### config.mk
export PLATFORM = sky130hd
export DESIGN_NAME = pifo_push_arbiter
export DESIGN_NICKNAME = d
export VERILOG_FILES = /design/src/rtl/pifo_push_arbiter.sv
export SDC_FILE = /design/constraint.sdc
export NUM_CORES = 1
export LEC_CHECK = 0
export ABC_AREA = 1
export BUFFER_PORTS_ARGS = -buffer_cell sky130_fd_sc_hd__buf_2
export CORE_UTILIZATION = 42
export CTS_BUF_LIST = sky130_fd_sc_hd__clkbuf_4 sky130_fd_sc_hd__clkbuf_8 sky130_fd_sc_hd__clkbuf_16
export CTS_CLUSTER_SIZE = 24
export DETAILED_ROUTE_END_ITERATION = 16
export PLACE_DENSITY_LB_ADDON = 0.1
export SLEW_MARGIN = 20
export SYNTH_ARGS = -nofsm -noshare
export SYNTH_HDL_FRONTEND = slang
export SYNTH_SLANG_ARGS = --single-unit
### constraint.sdc
create_clock -name clk -period 2.3 [get_ports clk]
set_clock_uncertainty 0.15 [all_clocks]
set_input_delay 0.115 -clock clk [delete_from_list [all_inputs] [get_ports clk]]
set_output_delay 0.115 -clock clk [all_outputs]
set_load 0.005 [all_outputs]
### src/rtl/pifo_push_arbiter.sv
// pifo_push_arbiter: shares one PIFO push port between NUM_REQ producers.
// Round-robin grant into a one-entry output register, PIFO occupancy tracking
// from push/pop/drop events with full backpressure, and watermark-forced drop hint.
// Build option: define PIFO_ARB_STATS_EN to add per-requester transfer counters
// readable through stat_sel/stat_cnt; otherwise stat_cnt is tied to zero.
module pifo_push_arbiter #(
  parameter int unsigned NUM_REQ  = 4,
  parameter int unsigned BITPRIO  = 16,
  parameter int unsigned BITDESC  = 32,
  parameter int unsigned CAPACITY = 1024,
  parameter int unsigned DROP_WM  = 1020,
  parameter int unsigned MIN_OCC  = 8,
  localparam int unsigned SrcW    = $clog2(NUM_REQ),
  localparam int unsigned OccW    = $clog2(CAPACITY) + 1
) (
  input  logic                       clk,
  input  logic                       rst_n,
  input  logic [NUM_REQ-1:0]         s_valid,
  output logic [NUM_REQ-1:0]         s_ready,
  input  logic [NUM_REQ*BITPRIO-1:0] s_prio,
  input  logic [NUM_REQ*BITDESC-1:0] s_data,
  input  logic [NUM_REQ-1:0]         s_drop,
  output logic                       m_valid,
  input  logic                       m_ready,
  output logic [BITPRIO-1:0]         m_prio,
  output logic [BITDESC-1:0]         m_data,
  output logic                       m_drop,
  output logic [SrcW-1:0]            m_src,
  input  logic                       pop_done,
  input  logic                       drop_done,
  output logic [OccW-1:0]            occ,
  output logic                       occ_err,
  input  logic [SrcW-1:0]            stat_sel,
  output logic [31:0]                stat_cnt
);

  typedef enum logic [0:0] {StEmpty, StFull} state_e;

  state_e state_q, state_d;

  logic [SrcW-1:0]    rr_ptr_q;
  logic               grant_en_q;
  logic [OccW-1:0]    occ_q, occ_d;
  logic               occ_err_q, occ_err_d;
  logic [BITPRIO-1:0] m_prio_q;
  logic [BITDESC-1:0] m_data_q;
  logic               m_drop_q;
  logic [SrcW-1:0]    m_src_q;

  logic               blk;
  logic               ld;
  logic               grant_vld;
  logic [SrcW-1:0]    grant_idx;
  logic [SrcW:0]      cand_w;
  logic               force_drop;
  logic [OccW:0]      occ_up;
  logic [1:0]         occ_dn;

  logic [BITPRIO-1:0] prio_arr [NUM_REQ];
  logic [BITDESC-1:0] data_arr [NUM_REQ];

  // Unpack the flat request buses into per-requester views.
  for (genvar i = 0; i < NUM_REQ; i++) begin : g_unpack
    assign prio_arr[i] = s_prio[i*BITPRIO +: BITPRIO];
    assign data_arr[i] = s_data[i*BITDESC +: BITDESC];
  end

  // The held entry counts against capacity, so stop granting once it would fill the PIFO.
  assign blk = ((32'(occ_q) + 32'(m_valid)) == CAPACITY);
  assign ld  = ((state_q == StEmpty) || m_ready) && !blk;

  assign force_drop = (32'(occ_q) >= DROP_WM) && (32'(occ_q) > MIN_OCC);

  // Round-robin search from rr_ptr_q; independent of any handshake response.
  always_comb begin
    s_ready   = '0;
    grant_vld = 1'b0;
    grant_idx = '0;
    cand_w    = '0;
    if (ld && grant_en_q) begin
      for (int k = 0; k < NUM_REQ; k++) begin
        cand_w = {1'b0, rr_ptr_q} + (SrcW+1)'(k);
        if (cand_w >= (SrcW+1)'(NUM_REQ)) begin
          cand_w = cand_w - (SrcW+1)'(NUM_REQ);
        end
        if (!grant_vld && s_valid[cand_w[SrcW-1:0]]) begin
          grant_vld = 1'b1;
          grant_idx = cand_w[SrcW-1:0];
        end
      end
    end
    if (grant_vld) begin
      s_ready[grant_idx] = 1'b1;
    end
  end

  // Output-stage state register.
  always_ff @(posedge clk or negedge rst_n) begin
    if (!rst_n) begin
      state_q <= StEmpty;
    end else begin
      state_q <= state_d;
    end
  end

  // Output-stage next state: a transfer always (re)fills, a drain without refill empties.
  always_comb begin
    state_d = state_q;
    unique case (state_q)
      StEmpty: if (grant_vld) state_d = StFull;
      StFull: begin
        if (grant_vld) begin
          state_d = StFull;
        end else if (m_ready) begin
          state_d = StEmpty;
        end
      end
      default: state_d = StEmpty;
    endcase
  end

  // Output-stage outputs.
  always_comb begin
    m_valid = (state_q == StFull);
  end

  // Grant enable stays low through reset so the first grant follows the first edge after it.
  always_ff @(posedge clk or negedge rst_n) begin
    if (!rst_n) begin
      grant_en_q <= 1'b0;
    end else begin
      grant_en_q <= 1'b1;
    end
  end

  // Round-robin pointer moves past the winner on every transfer.
  always_ff @(posedge clk or negedge rst_n) begin
    if (!rst_n) begin
      rr_ptr_q <= '0;
    end else if (grant_vld) begin
      if (32'(grant_idx) == NUM_REQ - 1) begin
        rr_ptr_q <= '0;
      end else begin
        rr_ptr_q <= grant_idx + SrcW'(1);
      end
    end
  end

  // Entry register loads the winner's fields; held otherwise.
  always_ff @(posedge clk or negedge rst_n) begin
    if (!rst_n) begin
      m_prio_q <= '0;
      m_data_q <= '0;
      m_drop_q <= 1'b0;
      m_src_q  <= '0;
    end else if (grant_vld) begin
      m_prio_q <= prio_arr[grant_idx];
      m_data_q <= data_arr[grant_idx];
      m_drop_q <= s_drop[grant_idx] | force_drop;
      m_src_q  <= grant_idx;
    end
  end

  // Net occupancy update; underflow clamps to zero and latches the error.
  always_comb begin
    occ_err_d = occ_err_q;
    occ_up    = {1'b0, occ_q} + (OccW+1)'(m_valid & m_ready);
    occ_dn    = {1'b0, pop_done} + {1'b0, drop_done};
    if (occ_up < (OccW+1)'(occ_dn)) begin
      occ_d     = '0;
      occ_err_d = 1'b1;
    end else begin
      occ_d = OccW'(occ_up - (OccW+1)'(occ_dn));
    end
  end

  // Occupancy and sticky error registers.
  always_ff @(posedge clk or negedge rst_n) begin
    if (!rst_n) begin
      occ_q     <= '0;
      occ_err_q <= 1'b0;
    end else begin
      occ_q     <= occ_d;
      occ_err_q <= occ_err_d;
    end
  end

  assign m_prio  = m_prio_q;
  assign m_data  = m_data_q;
  assign m_drop  = m_drop_q;
  assign m_src   = m_src_q;
  assign occ     = occ_q;
  assign occ_err = occ_err_q;

`ifdef PIFO_ARB_STATS_EN
  logic [31:0] cnt_q [NUM_REQ];
  logic [31:0] stat_q;

  // Per-requester transfer counters (wrap naturally) and registered readout.
  always_ff @(posedge clk or negedge rst_n) begin
    if (!rst_n) begin
      for (int i = 0; i < NUM_REQ; i++) begin
        cnt_q[i] <= '0;
      end
      stat_q <= '0;
    end else begin
      if (grant_vld) begin
        cnt_q[grant_idx] <= cnt_q[grant_idx] + 32'd1;
      end
      stat_q <= cnt_q[stat_sel];
    end
  end

  assign stat_cnt = stat_q;
`else
  logic unused_stat_sel;
  assign unused_stat_sel = ^stat_sel;
  assign stat_cnt        = '0;
`endif

endmodule

==> impl_results.md, run 1 <==
- Final ANT Viol Nets: 0
- Num ports: 307
- CP arrival: 2.47 ns
- Vias in the first global route: 7623
- 1st-iter DRT viols: 667
- Most frequent cells in the layout: buf_2 (271), nand2_1 (258), inv_1 (122)
- Final setup violation count: 69
- Async SR Flop Fraction: 1.00
- Static Leak: 5.78 nW
- Commonest non-fill, non-tap cell in the layout: buf_2
- Worst-path cell with the longest stage delay: dfrtp_1
- Req. time, crit path: 2.04 ns
- CTS Sinks: 67
- Core area: 13500 um^2
- Outcome: finished with violations
- #FFs+latches synth: 67
- Min-Delay Path Class: input port to flip-flop
- Max Clock Freq: 366 MHz
- Synth Flop Type: dfrtp_1
- Die area: 14400 um^2
- Delay-heaviest family, CP: simple AND/OR/NAND/NOR gates
- Root buffer cell: clkbuf_16
- Final Cell Area: 10500 um^2
- Per-cell routed wire length: 17.1 um
- EDFF count, synth: 0
- R2r worst-path depth: 16
- WS Path Type: flip-flop to output pin
- CP peak stage delay: 0.41 ns
- Max-slew violations: 0
- Final Hold Viols: 0
- Setup crit start kind: flip-flop
- NumNets Final: 1594
- CTS H-Tree Depth: 3
- Slew Limit Headroom: 0.644
- Largest net degree at the start of global routing: 44
- Final WS setup: -0.435 ns
- # Max-Cap Violations: 0
- CP Depth: 15
- RSZ-0062 raised after global routing: yes
- Via count: 8116
- Max FO, Critical Path: 3
- Drt drc: 0
- CTS max path bufs: 2
- Worst-path clk slew: approximately 0.060 ns
- Worst path most repeated cell: ha_4
- Failing checks: negative setup slack
- Max VDD drop: 720 uV
- Fillers: 931
- Detailed-route wire length: ~27000 um
- Skew-Pair Late Insertion Delay: 0.35 ns
- Final worst path period share: 1.19
- Post-Syn Area: 5870 um^2
- First drt pass iteration count: 6
- Initial antenna violation count: 3
- Total gr overflow: 0
- Pre-CTS setup slack: -0.252 ns
- Power per cell area: 1190 nW/um^2
- Dpl hpwl: 14500 um
- Worst hold stages: 7
- Hold WS: around 0.0065 ns
- Sequential fraction of the synthesis area: 0.286
- Area Overhead vs Synth: 78.4%
- Avg Inst Size Synth: ~6.5 um^2
- Least-Margin Pin Slew: 0.534 ns
- Ys Warns: 0
- TritonCTS clock tree: yes
- Crit-path cells: ha_4 -> ha_4 -> nor2_4 -> nand3_2 -> nor2_2 -> nand2_1 -> nor2_1 -> nand3_1 -> nor2_4 -> nor2_8 -> nand2_4 -> ha_4 -> inv_2 -> nor2_2 -> buf_2
- Tot GR Track Use: 0.344
- Die Width: 120 um
- Min Tclk post-route: 2.73 ns
- Number of I/O port buffers: approximately 270
- Global-route wire length before repair: 38200 um
- Placed cell area: 7810 um^2
- Share of layout cells above drive strength 1: 0.403
- Die height: 120 um
- Num rows: 42
- Starting utilization of the core area: 0.436
- Via density: about 5.2
- RePlAce Congestion: 0.893
- WP buf/inv: 2
- CP Capture Type: output pin
- Power Total: 12.5 mW
- Post-synthesis cell type count: 36
- CTS Buf Count: 9
- Synth Instances: approximately 900
-- cells by family (layout without fill, tap and decap cells) --
group / Yosys count / after routing / synth area share
and+or+nand+nor: 537 / 538 / 0.426
buffers and inverters: 215 / 661 / 0.174
DFF: 67 / 67 / 0.286
AOI/OAI and AO/OA: 55 / 55 / 0.0655
xor gates and xnor gates: 14 / 14 / 0.0209
adders and majority gates: 12 / 12 / 0.0269
other: 2 / 37 / 0.00128
-- per-layer routing --
metal  GRT usage  part of all wire  vias up
met5           0           0.00053        -
met4       0.230             0.074        2
met3      0.0858             0.099      196
met2       0.578              0.48      580
met1       0.384              0.35     3634
li1            -                 -     3704
-- cell usage after synthesis (all sizes together) (5+ instances only) --
cell / count / share of area
nand3b: 44 / 0.056
or2: 26 / 0.028
dfrtp: 67 / 0.29
o211ai: 42 / 0.054
nor2: 47 / 0.042
buf: 73 / 0.083
xor2: 13 / 0.019
o21ai: 7 / 0.0060
ha: 11 / 0.023
inv: 138 / 0.088
a21oi: 5 / 0.0043
nand3: 113 / 0.099
nand2: 303 / 0.20
-- sequential cells by signal, summed over array words and instances (netlist names) --
| register | cells |
|---|---|
| grant_en_q | 1 |
| m_data | 32 |
| m_prio | 16 |
| m_valid | 1 |
| occ | 11 |
| occ_err | 1 |
| m_src | 2 |
| rr_ptr_q | 2 |
| m_drop | 1 |
-- layout make-up --
cell class                      instances  area (um^2)  share of cell area
Inverter                              139          538              0.0514
Sequential cell                        67         1680               0.160
Clock inverter                          5         53.8             0.00514
Timing Repair Buffer                  506         3850               0.368
Clock buffer                           11          240              0.0229
Antenna cell                            4         10.0            0.000956
Multi-Input combinational cell        652         3880               0.370
Tap cell                              176          220              0.0210
-- worst reg2reg max path, delay by kind of cell (launching register included) --
family	cells	cell delay, ns
adder cells (fa/ha/maj)	2	0.44
flip-flops	1	0.41
AO/OA/AOI/OAI	1	0.17
buffers and inverters	3	0.37
AND/OR/NAND/NOR	10	0.96
-- what timing repair did --
action                                  4_1_cts  5_1_grt
pin swaps                                    17       81
buffers inserted                             14       26
endpoints found under the hold margin        65        0
endpoints found under the setup margin       69       70
gates resized for setup                      67      137
hold buffers                                110        0
cloned                                        8        5
-- report_power, final --
part | total, mW | internal, mW | switching (mW)
clock | 1.41 | 0.860 | 0.551
sequential | 2.22 | 1.76 | 0.454
combinational | 8.83 | 4.09 | 4.75
total | 12.5 | 6.71 | 5.75
-- worst paths after layout --
path	from	end	slack (ns)
hold / removal	s_data[23]	m_data[23]	0.007
hold reg to reg	occ_err	occ_err	0.31
min in group asynchronous	rst_n	m_data[28]	0.14
setup / recovery	m_valid	s_ready[0]	-0.43
setup reg to reg	m_valid	m_prio[6]	-0.38
max in group asynchronous	rst_n	m_valid	1.23
-- through the flow --
step | instances | util | TNS [ns]
floorplan | 933 | - | -0.425
global placement | 1386 | 0.581 | -11.54
detailed placement | 1386 | 0.581 | -13.67
CTS | 1534 | 0.727 | -18.32
global route | 1558 | 0.778 | -30.02
finish | 1560 | 0.778 | -20.39
No activity file was read; power rests on OpenSTA's default activity.
==> inputs of run 2 (changes only) <==
- CORE_UTILIZATION: 42 -> 40
==> run 2 against run 1 <==
  * The flow still finishes with violations (negative setup slack)
  * Maximum frequency shrank 3.6%
  * Combinational power shrank 1%
  * Clock power grew 11%
  * Critical path depth grew 3
  * Via count shrank 2.1%
  * Non-clock buffer count shrank 3
  * Die area grew 4.9%
  * Final area shrank 1.6%
  * Total power grew 0.33%
  * First-iteration DRC count shrank 23%
  * Utilization shrank 4.8 points
  * Register-to-register slack lost 0.16 ns
  * Largest cell class is now buffers
  * Highest routed layer is now met4
==> impl_results.md, run 2 (synthesized netlist as in run 1, its figures left out) <==
- Per-cell routed wire length: 16.8 um (-1.7%)
- Part of the power in registers: 0.177 (about the same)
- Max-slew violations: 0 (unchanged)
- Initial antenna violation count: 1 (-2)
- Final Cell Area: 10300 um^2 (-1.6%)
- Hold WS: 0.0119 ns (+0.00539 ns)
- Detailed-route wire length: 26200 um (-1.9%)
- Via density: 5.10 (-1.9%)
- Vias in the first global route: 7946 (+4.2%)
- Crit-path cells: buf_4 -> nand2_1 -> nand2_1 -> nand2_2 -> nand2_2 -> nor2_4 -> nand3_4 -> nand2_1 -> nand2_1 -> clkinv_2 -> nand3_4 -> buf_12 -> buf_8 -> buf_6 -> buf_6 -> buf_16 -> o211ai_1 -> nand3_1
- Final Hold Viols: 0 (unchanged)
- Worst-path cell with the longest stage delay: dfrtp_2
- Int Power: 6.90 mW (+2.9%)
- Min Tclk post-route: 2.84 ns (+0.103 ns)
- Req. time, crit path: 2.35 ns (+0.31 ns)
- Max VDD drop: 620 uV (-14%)
- Drt drc: 0 (unchanged)
- Worst-path clk slew: 0.06 ns (about the same)
- Final worst path period share: 1.23 (+0.0449)
- Global-route wire length before repair: 39900 um (+4.4%)
- Die Width: 123 um (+2.4%)
- Final ANT Viol Nets: 0 (unchanged)
- Worst path most repeated cell: nand2_1
- Final setup violation count: 67 (-2.9%)
- Power per cell area: 1210 nW/um^2 (+2.0%)
- Via count: 7946 (-2.1%)
- CP peak stage delay: 0.48 ns (+0.07 ns)
- Total gr overflow: 0 (unchanged)
- Core area: 14100 um^2 (+4.8%)
- Skew-Pair Late Insertion Delay: 0.34 ns (about the same)
- CTS Sinks: 67 (unchanged)
- 1st-iter DRT viols: 514 (-23%)
- Setup crit start kind: flip-flop
- Sw frac: 0.448 (-0.0135)
- CTS Buf Count: 9 (unchanged)
- Final WS setup: -0.538 ns (-0.103 ns)
- Hold Startpoint: s_data[84]
- CP Capture Type: flip-flop
- Power Total: 12.5 mW (+0.33%)
- CP arrival: 2.89 ns (+0.42 ns)
- Failing checks: negative setup slack
- WS Path Type: flip-flop to flip-flop
- NumNets Final: 1590 (-0.25%)
- Commonest non-fill, non-tap cell in the layout: nand2_1
- RePlAce Congestion: 0.868 (-2.8%)
- Max reg flops: 32 (unchanged)
- Sw Pwr: 5.60 mW (-2.6%)
- Num rows: 43 (+2.4%)
- Die height: 123 um (+2.4%)
- Largest net degree at the start of global routing: 41 (-6.8%)
- Outcome: finished with violations
- First drt pass iteration count: 8 (+2)
- Max Clock Freq: 352 MHz (-3.6%)
- Worst reg2reg path startpoint: rr_ptr_q[0]
- Clock share of power: 0.125 (+0.012)
- Root buffer cell: clkbuf_16
- CTS max path bufs: 2 (unchanged)
- Dpl hpwl: 14400 um (-1.0%)
- # Max-Cap Violations: 0 (unchanged)
- Min-Delay Path Class: input port to flip-flop
- Num ports: 307 (unchanged)
- Die area: 15200 um^2 (+4.9%)
- Static Leak: 5.74 nW (-0.68%)
- Combinational Power Share: 0.697 (-0.012)
- Area Overhead vs Synth: 75.5%
- Number of I/O port buffers: 272 (unchanged)
- Tot GR Track Use: 0.348 (+0.00416)
- CTS H-Tree Depth: 3 (unchanged)
- RSZ-0062 raised after global routing: yes
- Starting utilization of the core area: 0.416 (-0.0199)
- Most frequent cells in the layout: nand2_1 (273), buf_2 (271), inv_1 (122)
- TritonCTS clock tree: yes
- Placed cell area: 7850 um^2 (+0.54%)
- CP startpoint: rr_ptr_q[0]
- Share of layout cells above drive strength 1: 0.373 (-0.0301)
- Max FO, Critical Path: 8 (+5)
-- run 2: cell types whose count changed in the layout (fill, tap and decap cells not counted), moves of 3 or more --
cell       delta
nand3_2      -14
nor2_1        +7
nor2_4        -6
buf_6        -10
nand3_1      +15
nand2_4      -12
buf_16        +5
nand2_2       -3
diode_2       -3
buf_12        +5
nand2_1      +15
clkbuf_16     -4
-- run 2: through the flow --
stage / setup slack [ns] / util / cells / setup TNS [ns]
finish: -0.538 / 0.731 / 1557 / -23.17
detailed placement: -0.239 / 0.557 / 1385 / -13.07
CTS: -0.403 / 0.721 / 1548 / -21.12
global placement: -0.197 / 0.557 / 1385 / -10.88
global route: -0.656 / 0.731 / 1556 / -34.93
floorplan: -0.0315 / - / 933 / -0.425
-- run 2: layout make-up --
cell class / instances / area [um^2]
clock inverters: 6 / 88.8
clock buffers: 10 / 239
diodes: 1 / 2.50
fillers: 1048 / 3800
repair buffers: 503 / 3910
well taps: 180 / 225
flip-flops and latches: 67 / 1680
multi-input cells: 651 / 3620
inverters: 139 / 536
-- run 2: path summary, 6_finish.rpt --
path	to	slack (ns)	cells past startpoint
setup reg to reg	m_data[30]	-0.54	18
hold / removal	m_data[20]	0.01	5
hold reg to reg	occ_err	0.32	1
min in group asynchronous	m_data[28]	0.13	2
setup / recovery	m_data[30]	-0.54	18
max in group asynchronous	rr_ptr_q[0]	1.22	3
-- run 2: repair_timing --
action	4_1_cts	5_1_grt
hold buffers	109	0
setup buffers	27	9
cloned	11	0
pin swaps	46	22
hold endpoints to repair	62	0
setup endpoints to repair	68	70
resized for setup	101	23
-- run 2: power by group through the flow --
stage | sequential (mW) | combinational [mW] | clock (mW)
floorplan | 2.18 | 3.87 | 0
global placement | 2.16 | 6.36 | 0
detailed placement | 2.15 | 6.43 | 0
CTS | 2.17 | 8.13 | 1.57
global route | 2.28 | 9.45 | 1.63
finish | 2.22 | 8.72 | 1.56
-- run 2: critical path, delay by kind of cell (launching register included) --
family                 cells  cell delay (ns)
AND/OR/NAND/NOR           10             0.89
buffers and inverters      7             0.88
flip-flops                 1             0.48
AO/OA/AOI/OAI              1             0.26
-- run 2: per-layer routing --
metal | track usage | routed length [um]
met5 | 0 | 0
met4 | 0.219 | 1560
met3 | 0.0987 | 2190
met2 | 0.586 | 12800
met1 | 0.385 | 9620
